--- src/rtl/it_exec_ctrl_pkg.sv ---
// Shared definitions for the IT-block execution controller: condition codes,
// ITSTATE width and the ITSTATE advance / condition evaluation helpers.
package it_pkg;

    localparam int ITSTATE_W = 8;

    localparam logic [3:0] COND_EQ = 4'h0;
    localparam logic [3:0] COND_NE = 4'h1;
    localparam logic [3:0] COND_CS = 4'h2;
    localparam logic [3:0] COND_CC = 4'h3;
    localparam logic [3:0] COND_MI = 4'h4;
    localparam logic [3:0] COND_PL = 4'h5;
    localparam logic [3:0] COND_VS = 4'h6;
    localparam logic [3:0] COND_VC = 4'h7;
    localparam logic [3:0] COND_HI = 4'h8;
    localparam logic [3:0] COND_LS = 4'h9;
    localparam logic [3:0] COND_GE = 4'hA;
    localparam logic [3:0] COND_LT = 4'hB;
    localparam logic [3:0] COND_GT = 4'hC;
    localparam logic [3:0] COND_LE = 4'hD;
    localparam logic [3:0] COND_AL = 4'hE;

    // The slot whose state has [2:0]==000 is the last one of the block.
    function automatic logic [ITSTATE_W-1:0] it_advance(input logic [ITSTATE_W-1:0] itstate);
        logic [ITSTATE_W-1:0] nxt;
        if (itstate[2:0] == 3'b000) nxt = '0;
        else                        nxt = {itstate[7:5], itstate[3:0], 1'b0};
        return nxt;
    endfunction

    // apsr = {N, Z, C, V, Q}; Q never takes part in a condition.
    function automatic logic cond_pass(input logic [3:0] cond, input logic [4:0] apsr);
        logic n, z, c, v, p;
        {n, z, c, v} = apsr[4:1];
        case (cond)
            COND_EQ: p = z;
            COND_NE: p = !z;
            COND_CS: p = c;
            COND_CC: p = !c;
            COND_MI: p = n;
            COND_PL: p = !n;
            COND_VS: p = v;
            COND_VC: p = !v;
            COND_HI: p = c && !z;
            COND_LS: p = !c || z;
            COND_GE: p = (n == v);
            COND_LT: p = (n != v);
            COND_GT: p = !z && (n == v);
            COND_LE: p = z || (n != v);
            default: p = 1'b1;
        endcase
        return p;
    endfunction

endpackage

--- src/rtl/it_exec_ctrl_if.sv ---
// Pre-decoder / xPSR side bundle of the IT execution controller.
// master = issuing front end, slave = it_exec_ctrl.
interface it_exec_ctrl_if #(
    parameter int LANES = 1
);
    import it_pkg::*;

    logic [4:0]           apsr;
    logic [LANES-1:0]     inst_valid;
    logic [LANES-1:0]     inst_is_it;
    logic [8*LANES-1:0]   it_field;
    logic                 stall;
    logic                 flush;
    logic                 itstate_ld;
    logic [ITSTATE_W-1:0] itstate_in;
    logic [ITSTATE_W-1:0] itstate;
    logic                 in_it_blk;
    logic [4*LANES-1:0]   cur_cond;
    logic [LANES-1:0]     skip;
    logic                 it_err;

    modport master (
        output apsr, inst_valid, inst_is_it, it_field, stall, flush, itstate_ld, itstate_in,
        input  itstate, in_it_blk, cur_cond, skip, it_err
    );

    modport slave (
        input  apsr, inst_valid, inst_is_it, it_field, stall, flush, itstate_ld, itstate_in,
        output itstate, in_it_blk, cur_cond, skip, it_err
    );

endinterface

--- src/rtl/it_exec_ctrl_cond_eval.sv ---
// Combinational condition-code check of one lane against the APSR flags.
module it_cond_eval
    import it_pkg::*;
(
    input  logic [3:0] cond,
    input  logic [4:0] apsr,
    output logic       pass
);

    assign pass = cond_pass(cond, apsr);

endmodule

--- src/rtl/it_exec_ctrl.sv ---
// IT-block execution controller: holds ITSTATE, walks it across LANES issue
// slots per cycle and flags instructions whose condition fails.
module it_exec_ctrl
    import it_pkg::*;
#(
    parameter int LANES = 1
) (
    input  logic          clk,
    input  logic          rst,
    it_exec_ctrl_if.slave bus
);

    logic [ITSTATE_W-1:0] state_q;
    logic [ITSTATE_W-1:0] state_nxt;
    logic [ITSTATE_W-1:0] lane_s;
    logic [3:0]           lane_fc;
    logic [3:0]           lane_mask;
    logic [4*LANES-1:0]   cond_all;
    logic [LANES-1:0]     pass_lane;
    logic                 err_any;

    // Lane k sees the state left behind by lanes 0..k-1 of this same cycle.
    always_comb begin
        lane_s    = state_q;
        lane_fc   = '0;
        lane_mask = '0;
        err_any   = 1'b0;
        cond_all  = {LANES{COND_AL}};
        for (int k = 0; k < LANES; k++) begin
            lane_fc   = bus.it_field[8*k+4 +: 4];
            lane_mask = bus.it_field[8*k +: 4];
            cond_all[4*k +: 4] = (lane_s[3:0] != 4'b0000) ? lane_s[7:4] : COND_AL;
            if (bus.inst_valid[k]) begin
                if (bus.inst_is_it[k] && (lane_s[3:0] == 4'b0000)) begin
                    if (lane_mask == 4'b0000) begin
                        err_any = 1'b1;
                        lane_s  = '0;
                    end else begin
                        lane_s = {(lane_fc == 4'hF) ? COND_AL : lane_fc, lane_mask};
                    end
                end else begin
                    // A nested IT is consumed as an ordinary conditional slot.
                    if (bus.inst_is_it[k]) err_any = 1'b1;
                    lane_s = it_advance(lane_s);
                end
            end
        end
        state_nxt = lane_s;
    end

    for (genvar k = 0; k < LANES; k++) begin : g_lane
        it_cond_eval u_cond_eval (
            .cond (cond_all[4*k +: 4]),
            .apsr (bus.apsr),
            .pass (pass_lane[k])
        );
    end

    always_ff @(posedge clk) begin
        if (!rst)                state_q <= '0;
        else if (bus.flush)      state_q <= '0;
        else if (bus.itstate_ld) state_q <= bus.itstate_in;
        else if (!bus.stall)     state_q <= state_nxt;
    end

    assign bus.itstate   = state_q;
    assign bus.in_it_blk = |state_q[3:0];
    assign bus.cur_cond  = cond_all;
    assign bus.skip      = bus.inst_valid & ~pass_lane;
    assign bus.it_err    = err_any & ~bus.stall & ~bus.flush;

endmodule
--- src/flat_wrapper.sv ---
// flat-port wrapper written by rule: the top's interface ports become plain ports
module it_exec_ctrl_flat import it_pkg::*;
#(
    parameter int LANES = 1
)
  (clk, rst, bus_apsr, bus_inst_valid, bus_inst_is_it, bus_it_field, bus_stall, bus_flush, bus_itstate_ld, bus_itstate_in, bus_itstate, bus_in_it_blk, bus_cur_cond, bus_skip, bus_it_err);
  it_exec_ctrl_if #(.LANES(LANES)) bus_i ();
  input  logic clk;
  input  logic rst;
  input wire logic [$bits(bus_i.apsr)-1:0] bus_apsr;
  input wire logic [$bits(bus_i.inst_valid)-1:0] bus_inst_valid;
  input wire logic [$bits(bus_i.inst_is_it)-1:0] bus_inst_is_it;
  input wire logic [$bits(bus_i.it_field)-1:0] bus_it_field;
  input wire logic [$bits(bus_i.stall)-1:0] bus_stall;
  input wire logic [$bits(bus_i.flush)-1:0] bus_flush;
  input wire logic [$bits(bus_i.itstate_ld)-1:0] bus_itstate_ld;
  input wire logic [$bits(bus_i.itstate_in)-1:0] bus_itstate_in;
  output wire logic [$bits(bus_i.itstate)-1:0] bus_itstate;
  output wire logic [$bits(bus_i.in_it_blk)-1:0] bus_in_it_blk;
  output wire logic [$bits(bus_i.cur_cond)-1:0] bus_cur_cond;
  output wire logic [$bits(bus_i.skip)-1:0] bus_skip;
  output wire logic [$bits(bus_i.it_err)-1:0] bus_it_err;
  assign bus_i.apsr = bus_apsr;
  assign bus_i.inst_valid = bus_inst_valid;
  assign bus_i.inst_is_it = bus_inst_is_it;
  assign bus_i.it_field = bus_it_field;
  assign bus_i.stall = bus_stall;
  assign bus_i.flush = bus_flush;
  assign bus_i.itstate_ld = bus_itstate_ld;
  assign bus_i.itstate_in = bus_itstate_in;
  assign bus_itstate = bus_i.itstate;
  assign bus_in_it_blk = bus_i.in_it_blk;
  assign bus_cur_cond = bus_i.cur_cond;
  assign bus_skip = bus_i.skip;
  assign bus_it_err = bus_i.it_err;
  it_exec_ctrl #(.LANES(LANES)) u_core (.clk(clk), .rst(rst), .bus(bus_i));
endmodule
--- config.mk ---
export PLATFORM = sky130hd
export DESIGN_NAME = it_exec_ctrl_flat
export DESIGN_NICKNAME = d
export VERILOG_FILES = /design/src/rtl/it_exec_ctrl_pkg.sv /design/src/rtl/it_exec_ctrl_if.sv /design/src/rtl/it_exec_ctrl_cond_eval.sv /design/src/rtl/it_exec_ctrl.sv /design/src/flat_wrapper.sv
export SDC_FILE = /design/constraint.sdc
export NUM_CORES = 1
export LEC_CHECK = 0
export BUFFER_PORTS_ARGS = -buffer_cell sky130_fd_sc_hd__buf_4
export CORE_MARGIN = 4
export CORE_UTILIZATION = 40
export CTS_BUF_LIST = sky130_fd_sc_hd__clkbuf_8
export DETAILED_ROUTE_END_ITERATION = 10
export PLACE_DENSITY = 0.77
export SETUP_SLACK_MARGIN = 0.05
export SLEW_MARGIN = 20
export SYNTH_ARGS = -nofsm -noshare
export SYNTH_HDL_FRONTEND = slang
export SYNTH_SLANG_ARGS = --single-unit
--- constraint.sdc ---
create_clock -name clk -period 1.8 [get_ports clk]
set_input_delay 0.45 -clock clk [delete_from_list [all_inputs] [get_ports clk]]
set_output_delay 0.45 -clock clk [all_outputs]
set_load 0.005 [all_outputs]
==> qor.txt <==
RSZ-0062 raised after global routing - yes
slew margin rel. - 70.1%
fmax - 0.492 GHz
# H-tree levels - 1
via-per-instance ratio - 6.07
gpl congestion - 0.766
worst r2r src - u_core.bus.itstate[2]
drt wl/cell - 17.1 µm
reg-to-reg critical path endpoint - u_core.bus.itstate[7]
Clock Root Buffer - clkbuf_8
CTS tree - done
GRT Util Overall - 22.6%
post-synthesis sequential area ratio - 25.1%
ys flop type - dfxtp_1
HPWL after detailed placement - 1690 µm
Mapped Avg Cell Area - 8.18 µm²
total core area - 0.00151 mm²
MaxCap Viol Count - 0
critical path's slowest cell - mux4_2
Slew @ Worst Pin - 449 ps
number of flops mapped to enable cells by yosys - 0
Vias - 917
Rows - 14
IO Pins - 43
worst r2r path cells - 8
CP Class - reg -> out
failing checks - negative setup slack
setup slack after layout - -233 ps
Yosys top cell by area - dfxtp_1
CTS Buf Count - 3
minimum clock period - 2030 ps
flop-to-flop setup slack - 0 ps
# DRC - 0
Syn. warnings - 0
grt total ovfl - 0
Worst Path Buf+Inv - 1
internal power - 0.512 mW
PwrDens - 583 mW/mm²
type of the worst min-delay path - in -> reg
die width - 47.9 µm
fin crit share - 113%
hold endpoint - u_core.bus.itstate[1]
worst skew pair latency - 230 ps
Leakage - 0.556 nW
Reg power frac - 27.4%
Area contributors post-synth - dfxtp_1, a2111oi_0, nor3_1
first-pass GRT wire length - 3570 µm
Setup Skew - 6.13 ps
Final ANT Viol Nets - 0
synthesized net count - 106
Antenna Cells - 0
PortBufs - 41
crit path DAT - 1580 ps
CP max FO - 2
synthesized instance count - 78
Yosys top cell area share - 25.1%
Longest Clk Path Bufs - 2
Yosys reg bits - 8
commonest cells after routing, fill and taps aside - buf_4, nor3_1, buf_6, dfxtp_2
Hold WS - 482 ps
CP top delay family - multiplexers
Worst Min Path Start - bus_itstate_in[1]
Placed Cells incl. Taps - 139
Initial Util - 42.4%
Clk pin slew, worst setup/hold paths - 40 ps
Hold Fails Final Rpt - 0
most common cell after layout, fill and taps aside - buf_4
final core utilization - 83.3%
largest net degree at the start of global routing - 21
Netlist cell types - 33
crit path cell chain - mux4_2 > nand2_1 > o311ai_1 > a21oi_2 > buf_4
status - finished with violations
Non-Filler Instances - 151
sw frac - 30.0%
VDD IR max - 0.431 mV
DR pass1 iterations - 4
P&R area growth vs syn - 96.7%
vias in the first global route - 819
Cell Area, Synth - 638 µm²
die area - 0.00230 mm²
critical path startpoint category - flop
DR iter-0 viols - 24
initial antenna violation count - 0
Req. time, crit path - 1350 ps
die height - 47.9 µm
Worst setup EP type - output port
final net count - 165
final setup fails - 7
final wirelength - 2590 µm
switching power - 0.220 mW
layout cell share with drive strength beyond 1 - 63.7%
crit-path max cell delay - 520 ps
Power, Total - 0.732 mW
asr flop ratio synth - 0%
Max Transition Viols Final - 0
Clock Sinks - 8
Combinational Power Share - 42.7%
Hold Path Cell Cnt - 3
Post-CTS Hold Fix Bufs - 0
Largest register FFs - 8
Clock power frac - 29.9%
worst max path at each step:
stage                           from        to  slack [ps]  cells after the start
2_1_floorplan  u_core.bus.itstate[5]  bus_skip          90                      4
3_3_place_gp             bus_apsr[4]  bus_skip        -130                      6
3_5_place_dp             bus_apsr[4]  bus_skip        -180                      6
4_1_cts        u_core.bus.itstate[2]  bus_skip        -170                      5
5_1_grt        u_core.bus.itstate[7]  bus_skip        -320                      5
6_report       u_core.bus.itstate[5]  bus_skip        -230                      5
metrics by stage:
stage,setup TNS [ps],setup slack (ps),area [µm²]
6_report,-685,-233,1250
5_1_grt,-1170,-316,1250
4_1_cts,-435,-165,1180
3_5_place_dp,-220,-181,1020
3_3_place_gp,-159,-134,1020
2_1_floorplan,0,90.4,644
area by class of cell:
class	count	area [µm²]
multi-input combinational	60	541
timing repair buffer	58	458
fill	75	251
sequential	8	168
clock buffer	3	41.3
inverter	6	27.5
tap	16	20.0
power by group through the flow:
stage,clock network (mW),registers [mW],logic [mW]
after floorplan,0,0.203,0.0942
after global placement,0,0.201,0.209
after detailed placement,0,0.201,0.215
after CTS,0.221,0.200,0.279
after global routing,0.230,0.202,0.332
final,0.219,0.201,0.312
worst reg2reg max path, stage by stage, from the launching register on:
cell and delay (ps):
dfxtp_2 330, nor4_4 310, buf_4 190, inv_6 50, buf_6 120, nor4b_4 300
buf_4 190, a221oi_2 60, a211oi_1 170
cells by family after synthesis:
| family | synth area share, % |
|---|---|
| buffers and inverters | 5.88 |
| DFF | 25.1 |
| AOI/OAI and AO/OA | 29.6 |
| muxes | 3.53 |
| and+or+nand+nor | 34.5 |
| xor gates and xnor gates | 1.37 |
metal layers:
layer | vias to the layer above | GRT usage (%) | share of wire, %
li1 | 417 | - | -
met1 | 435 | 25.2 | 36
met2 | 61 | 38.3 | 53
met3 | 4 | 4.89 | 10
met4 | 0 | 14.5 | 1.7
met5 | - | 0 | 0
cells in the mapped netlist, types with 2 or more instances:
master     number
nand2b_1        4
nor3_1          8
nand3_1         2
nand2_1         5
a221oi_1        2
nor2_1          5
nor2b_1         3
a211oi_1        2
dfxtp_1         8
a2111oi_0       6
inv_1           5
a21oi_1         4
clkbuf_1        4
timing repair:
action,CTS,global route
hold endpoints to repair,0,0
cloned,0,0
pin swaps,8,9
gates resized for setup,16,17
buffers inserted,8,2
endpoints found under the setup margin,6,12
(Power assumes the default switching activity.)
